### config.mk
export PLATFORM = sky130hd
export DESIGN_NAME = zigzag_serializer
export DESIGN_NICKNAME = d
export VERILOG_FILES = /design/src/rtl/zigzag_serializer.sv
export SDC_FILE = /design/constraint.sdc
export NUM_CORES = 1
export LEC_CHECK = 0
export CAP_MARGIN = 20
export CORE_AREA = 3 3 412 414
export DETAILED_ROUTE_END_ITERATION = 8
export DIE_AREA = 0 0 415 417
export GPL_ROUTABILITY_DRIVEN = 0
export PLACE_DENSITY = 0.48
export SYNTH_ARGS = -nofsm -noshare
export SYNTH_HDL_FRONTEND = slang
export SYNTH_SLANG_ARGS = --single-unit
### constraint.sdc
create_clock -name clock -period 82.1 [get_ports clock]
set_input_delay 16.42 -clock clock [delete_from_list [all_inputs] [get_ports clock]]
set_output_delay 16.42 -clock clock [all_outputs]
set_load 0.01 [all_outputs]
### src/rtl/zigzag_serializer.sv
// zigzag_serializer: buffers one 8x8 block and streams it in JPEG zigzag order; optional ZIGZAG_EOB_SKIP_EN trims trailing zeros
module zigzag_serializer #(
  parameter int DATA_W = 16
) (
  input  logic                   clock,
  input  logic                   reset_n,
  input  logic                   in_valid,
  output logic                   in_ready,
  input  logic [64*DATA_W-1:0]   in_block,
  output logic                   out_valid,
  input  logic                   out_ready,
  output logic [DATA_W-1:0]      out_data,
  output logic [5:0]             out_idx,
  output logic                   out_last
`ifdef ZIGZAG_EOB_SKIP_EN
  ,
  output logic                   eob_skip
`endif
);
  localparam logic [5:0] ZZ [64] = '{
    0,  1,  8, 16,  9,  2,  3, 10, 17, 24, 32, 25, 18, 11,  4,  5,
    12, 19, 26, 33, 40, 48, 41, 34, 27, 20, 13,  6,  7, 14, 21, 28,
    35, 42, 49, 56, 57, 50, 43, 36, 29, 22, 15, 23, 30, 37, 44, 51,
    58, 59, 52, 45, 38, 31, 39, 46, 53, 60, 61, 54, 47, 55, 62, 63
  };
  typedef enum logic {IDLE, SEND} state_t;
  state_t state, state_nx;
  logic [5:0] idx, idx_nx, last_idx;
  logic [DATA_W-1:0] mem [64];
  logic last, accept, beat;
`ifdef ZIGZAG_EOB_SKIP_EN
  logic [5:0] eob, eob_nx;
  // Highest zigzag position holding a nonzero coefficient in the offered block
  always_comb begin
    eob_nx = '0;
    for (int k = 0; k < 64; k++)
      if (in_block[int'(ZZ[k])*DATA_W +: DATA_W] != '0) eob_nx = 6'(k);
  end
  // Trailing-zero marker on the terminating beat
  always_comb eob_skip = last && eob != 6'd63;
  // End-of-block position of the block currently being sent
  always_ff @(posedge clock or negedge reset_n)
    if (!reset_n) eob <= 6'd63;
    else if (accept) eob <= eob_nx;
  assign last_idx = eob;
`else
  assign last_idx = 6'd63;
`endif
  // Coefficient buffer kept in natural row-major order, written only on accept
  always_ff @(posedge clock)
    if (accept)
      for (int i = 0; i < 64; i++) mem[i] <= in_block[i*DATA_W +: DATA_W];
  // Handshakes, outputs and next state; a final-beat accept can reload in the same cycle
  always_comb begin
    last      = state == SEND && idx == last_idx;
    out_valid = state == SEND;
    in_ready  = state == IDLE || (out_ready && last);
    accept    = in_valid && in_ready;
    beat      = out_valid && out_ready;
    out_last  = last;
    out_idx   = idx;
    out_data  = out_valid ? mem[ZZ[idx]] : '0;
    state_nx  = accept ? SEND : (beat && last) ? IDLE : state;
    idx_nx    = (accept || (beat && last)) ? 6'd0 : beat ? idx + 6'd1 : idx;
  end
  // State and scan position registers
  always_ff @(posedge clock or negedge reset_n)
    if (!reset_n) begin
      state <= IDLE;
      idx   <= '0;
    end else begin
      state <= state_nx;
      idx   <= idx_nx;
    end
endmodule
==> metrics.txt <==
status=finished, final reports clean; I/O pin count=1053; Critical Path Start Type=input pin; design area=0.05904 mm2; Worst R2R Setup Slack=74.56 ns; Clk Latency, worst-skew pair=0.77 ns; Chip Height=417 um; fmax=0.02889 GHz; CTS H-tree depth=3; vias in the first global route=27180; Async SR Flop Fraction=0.6790%; CTS tree=built; final worst path period share=42.16%; EDFF count, synth=1024; Final Hold Viols=0; detailed placer's ending HPWL=126200 um; Worst-Margin Slew=1.040 ns; Layout fillers=16100; Worst EP arrival=18.19 ns; CTS buffer count=120; Die W=415 um; Tot GR Track Use=18.64%; Worst Hold Class=flop to flop; Max Root-Sink Buffers=3; leak pwr=19.60 nW; critical path endpoint category=output pin; Hold Path Stages=2; first-iteration detailed-routing DRC count=2039; main flop type after synthesis=edfxtp_1; Yosys top cell by area=edfxtp_1; core box area=0.1667 mm2; Root Buffer=clkbuf_16; Max Cap Viol=0; Critical Path RT=65.68 ns; total grt overflow=0; DRT Pass-1 Iters=5; Setup Crit Path Kind=input pin to output pin; Max rail drop VDD=0.00002558 V; critical path launch point=out_ready; synth warn=0; worst r2r dst=mem[31][13]; synthesized instance count=2467; setup TNS=0 ns; Setup Buffers After CTS=0; Post-Syn Area=0.04210 mm2; # setup viols final=0; Max Slew Vio Count=0; Routed WL=167000 um; Layout Nets=4592; Syn-to-layout area delta=40.23%; Util after Layout=35.43%; Via density=4.424; Seq/Total Area, Yosys=73.45%; final period demand of the worst path=34.61 ns; synthesized flop and latch total=1031; placed inst area=0.05513 mm2; CP Max Fanout=7; Synth Area per Inst=17.07 um2; largest net degree at the start of global routing=174; RSZ-0062 raised after global routing=false; initial antenna violation count=74; CTS resizes=0; crit path capture=in_ready; Worst-path clk slew=0.05 ns; leading cell types by total area after synthesis=edfxtp_1 73%, mux2i_1 11%, nand2_1 2.0%; Mapped Nets=3510; starting density of the core=25.26%; R2R cell count=11; via count=26110; Post-DRT Antenna Nets=0; row count=150; routed len/inst=28.30 um; PD cells=36.55 mW/mm2; Slew HR=30.52%; drt drc=0; first-pass GRT wire length=221200 um; fraction of layout cells with a size suffix above 1=9.178%; Yosys top cell area share=73.03%; Worst Skew=0.02985 ns; Reg-to-Reg Start=out_idx[0]; CTS Sinks=1031; post-synth cell types=68; Port Buf Inserts=1052; cts hold-fix bufs=0; die area=0.1731 mm2
## metrics by stage
stage	setup WS [ns]	instances	total power (W)	hold slack, ns
4_1_cts	47.50	5852	0.002217	0.6841
2_1_floorplan	18.53	2467	0.001196	0.7605
3_3_place_gp	47.49	5626	0.001692	0.6635
3_5_place_dp	47.51	5629	0.001694	0.6577
6_report	47.49	5902	0.002158	0.6836
5_1_grt	47.36	5895	0.002268	0.7369
## where the power goes
| part | leakage (nW) | total, W | internal (W) | switching, W |
|---|---|---|---|---|
| combinational | 8.49 | 0.00105 | 0.000388 | 0.000667 |
| sequential | 9.28 | 0.000587 | 0.000580 | 0.00000710 |
| clock | 1.83 | 0.000516 | 0.000296 | 0.000219 |
## synthesized netlist by cell type, drive strengths merged (8+ instances only)
library cell / count
a2111oi: 15
a211oi: 83
a21boi: 31
a21oi: 36
a22oi: 16
buf: 115
clkbuf: 37
edfxtp: 1024
ha: 15
inv: 8
mux2: 52
mux2i: 472
mux4: 33
nand2: 230
nand2b: 10
nand3: 107
nor2: 15
nor3b: 34
o211a: 16
o21ai: 25
or4: 14
## cell usage in the layout (no fill, tap or decap), drive strengths merged, types with 31 or more instances in the layout
master,netlist,final
mux2i,472,472
diode,0,48
mux2,52,52
mux4,33,33
a211oi,83,83
edfxtp,1024,1024
a21oi,36,36
nand2,230,230
a21boi,31,31
buf,115,59
clkinv,0,56
nand3,107,107
clkbuf,37,155
nor3b,34,34
clkdlybuf4s50,0,1052
## kinds of logic after synthesis
kind of cell | share of synthesized area [%]
AOI/OAI and AO/OA | 4.562
xor gates and xnor gates | 0.1040
adders and majority gates | 0.4458
buffers and inverters | 2.098
DFF | 73.45
muxes | 14.38
and+or+nand+nor | 4.963
## layer usage
layer	up-vias	global-route usage (%)	share of wire (%)	routed length [um]
met3	202	5.090	6.5	10930
met5	-	0	0.11	187
met1	13030	21.86	39	65170
li1	11950	-	-	-
met4	26	7.816	3.1	5161
met2	896	32.10	51	85590
## sequential cells by signal, summed over array words and instances, names as in the netlist
name       flops
mem         1024
out_idx        6
out_valid      1
## worst min path at each step
stage / startpoint / slack, ns / endpoint
finish: out_idx[3] / 0.68 / out_idx[3]
global route: out_valid / 0.74 / out_idx[0]
CTS: out_idx[3] / 0.68 / out_idx[3]
detailed placement: out_idx[3] / 0.66 / out_idx[3]
global placement: out_idx[3] / 0.66 / out_idx[3]
floorplan: out_valid / 0.76 / out_idx[1]
## area by class of cell
type / count / area [um2] / area share [%]
antenna: 48 / 120.1 / 0.2034
multi-input combinational: 1276 / 10420 / 17.65
inverter: 8 / 30.03 / 0.05086
tap: 2204 / 2758 / 4.671
timing repair buffer: 1112 / 11030 / 18.68
clock inverter: 69 / 503.0 / 0.8519
clock buffer: 154 / 3256 / 5.514
sequential: 1031 / 30920 / 52.38
## critical path: stages
cell and delay, ns:
clkdlybuf4s50_1 0.58, a21boi_1 0.53, inv_1 0.14, clkdlybuf4s50_1 0.52
No activity file was read; power rests on OpenSTA's default activity.
==> edit: new RTL, config.mk and constraints unchanged <==
Change the parameter `DATA_W` from 16 to 12.
--- a/src/rtl/zigzag_serializer.sv
+++ b/src/rtl/zigzag_serializer.sv
@@ -1,6 +1,6 @@
 // zigzag_serializer: buffers one 8x8 block and streams it in JPEG zigzag order; optional ZIGZAG_EOB_SKIP_EN trims trailing zeros
 module zigzag_serializer #(
-  parameter int DATA_W = 16
+  parameter int DATA_W = 12
 ) (
   input  logic                   clock,
   input  logic                   reset_n,
Interface: changed (resized in_block and out_data); port bits go from 1053 to 793. No check against the original RTL was run, so the function may have changed too.
==> edit against the original RTL <==
First-iteration DRC count fell by 18%; setup slack improved by 0.16 ns; sequential cell count fell by 256; design area fell by 24%; highest routed layer unchanged; routed wire length fell by 17%; largest power group unchanged; total power fell by 24%; synthesized area fell by 25%.
==> edit: results (changes against the original RTL) <==
- The capture point of the worst reg-to-reg path is mem[46][5].
- The number of placed instances, taps included is 5045 (-10%).
- The via total after detailed routing is 21440 (-18%).
- The worst-case vdd ir drop was 20.89 uV (-18%).
- The relative slew slack is 21.94% (-8.6 points).
- The number of cells on the worst reg-to-reg path is 9 (-2).
- The first-pass GRT wire length is 183200 um (-17%).
- The final net count was 3721 (-19%).
- The share of cells above drive strength 1 is 7.324% (-1.9 points).
- The setup clock skew after layout is 0.02299 ns (-0.006859 ns).
- Ranked by total cell area, the synthesized netlist is headed by sky130_fd_sc_hd__edfxtp_1 (73%), sky130_fd_sc_hd__nand2_1 (5.3%), sky130_fd_sc_hd__mux2i_1 (2.7%), sky130_fd_sc_hd__a211oi_1 (2.0%), sky130_fd_sc_hd__nand3_1 (1.7%).
- The flow ran to the end, and the final reports show no timing, DRC or antenna violations.
- The mean area per synthesized cell is 14.76 um^2 (-14%).
- The iteration-0 DRC count of the detailed router came to 1682 (-18%).
- The latest clock arrival within the worst-skew pair came to 0.71 ns (-0.06 ns).
- The number of antenna violations at the first check in global routing is 53 (-28%).
- The count of buffers from port buffering was 792 (-25%).
- The number of flip-flops under the largest register name was 768 (-25%).
- The reg2reg setup slack is 75.04 ns (+0.48 ns).
- The instance area at placement is 41940 um^2 (-24%).
- The number of standard cells in the layout, taps in and fillers out is 5252 (-11%).
- The post-DP HPWL is 105200 um (-17%).
- The overall routed net length came to 139000 um (-17%).
- The synthesized net count is 2919 (-17%).
- The worst reg2reg path startpoint is out_idx[2].
- The total CTS buffers is 91 (-24%).
- The number of global-route vias before repair is 21670 (-20%).
- The register area share after synthesis is 73.84% (+0.39 points).
- The cell-internal power is 0.9262 mW (-27%).
- The share of synthesized registers carrying an async set or reset came to 0.9032% (+0.22 points).
- The distinct cell type count after synthesis is 65 (-4.4%).
- The commonest cells after synthesis are sky130_fd_sc_hd__edfxtp_1 (768), sky130_fd_sc_hd__nand2_1 (447), sky130_fd_sc_hd__nand3_1 (107), sky130_fd_sc_hd__mux2i_1 (85), sky130_fd_sc_hd__a211oi_1 (82).
- The arrival time at the worst endpoint was 18.04 ns (-0.15 ns).
- The number of flops mapped to enable cells by yosys is 768 (-25%).
- The leakage dissipation is 15.04 nW (-23%).
## edit: cell types whose count changed after synthesis, sizes merged, moves of 23 or more
cell    change
a31oi      +34
mux2i     -387
nor3b      -34
and3       +72
mux4       -30
nand2     +217
edfxtp    -256
clkbuf     +23
buf        -35
## edit: cell type report
type                       instances  area, um^2
antenna                           44       110.1
clock buffer                     118        2400
multi-input combinational       1208        7541
tap                             2204        2758
fill                           17230      121700
sequential                       775       23240
timing repair buffer             849        8366
inverter                           9       33.78
clock inverter                    45       489.2
## edit: power by group through the flow
| stage | logic, mW | registers (mW) | clock network, mW |
|---|---|---|---|
| 4_1_cts | 0.822 | 0.442 | 0.418 |
| 3_5_place_dp | 0.819 | 0.450 | 0 |
| 6_report | 0.785 | 0.442 | 0.404 |
| 2_1_floorplan | 0.420 | 0.448 | 0 |
| 5_1_grt | 0.850 | 0.442 | 0.431 |
| 3_3_place_gp | 0.818 | 0.450 | 0 |
## edit: logic make-up (layout without fill, tap and decap cells)
group	count (synthesis)	in the layout	synth area share [%]
flops	775	775	73.84
simple gates	710	710	9.991
compound gates	342	342	8.341
buf+inv	149	1021	2.433
mux	136	136	4.636
fa+ha+maj	15	15	0.5964
xor+xnor	5	5	0.1630
other cells	0	44	0
## edit: worst min path at each step
stage | from | endpoint
after floorplan | out_idx[1] | out_idx[1]
after global placement | out_idx[1] | out_idx[1]
after detailed placement | out_idx[1] | out_idx[1]
after CTS | out_idx[1] | out_idx[1]
after global routing | out_idx[1] | out_idx[1]
final | out_idx[1] | out_idx[1]
## edit: routing by layer
layer / vias to the layer above / GRT usage, % / wire length (um) / share of wire [%]
met2: 685 / 28.58 / 76180 / 55
li1: 9858 / - / - / -
met5: - / 0 / 80 / 0.058
met4: 14 / 7.372 / 4986 / 3.6
met1: 10700 / 16.92 / 50610 / 36
met3: 181 / 3.244 / 7162 / 5.2
## edit: through the flow
| step | setup slack, ns | hold slack [ns] | utilization [%] |
|---|---|---|---|
| 2_1_floorplan | 30.18 | 0.7240 | - |
| 3_3_place_gp | 47.66 | 0.8307 | 25.15 |
| 3_5_place_dp | 47.67 | 0.8274 | 25.16 |
| 4_1_cts | 47.67 | 0.8436 | 26.90 |
| 5_1_grt | 47.58 | 0.9068 | 26.95 |
| 6_report | 47.64 | 0.8588 | 26.96 |
## edit: worst max-delay path, cell delays in order
cell	delay (ns)
sky130_fd_sc_hd__clkdlybuf4s50_1	0.48
sky130_fd_sc_hd__a21boi_1	0.51
sky130_fd_sc_hd__inv_1	0.12
sky130_fd_sc_hd__clkdlybuf4s50_1	0.51
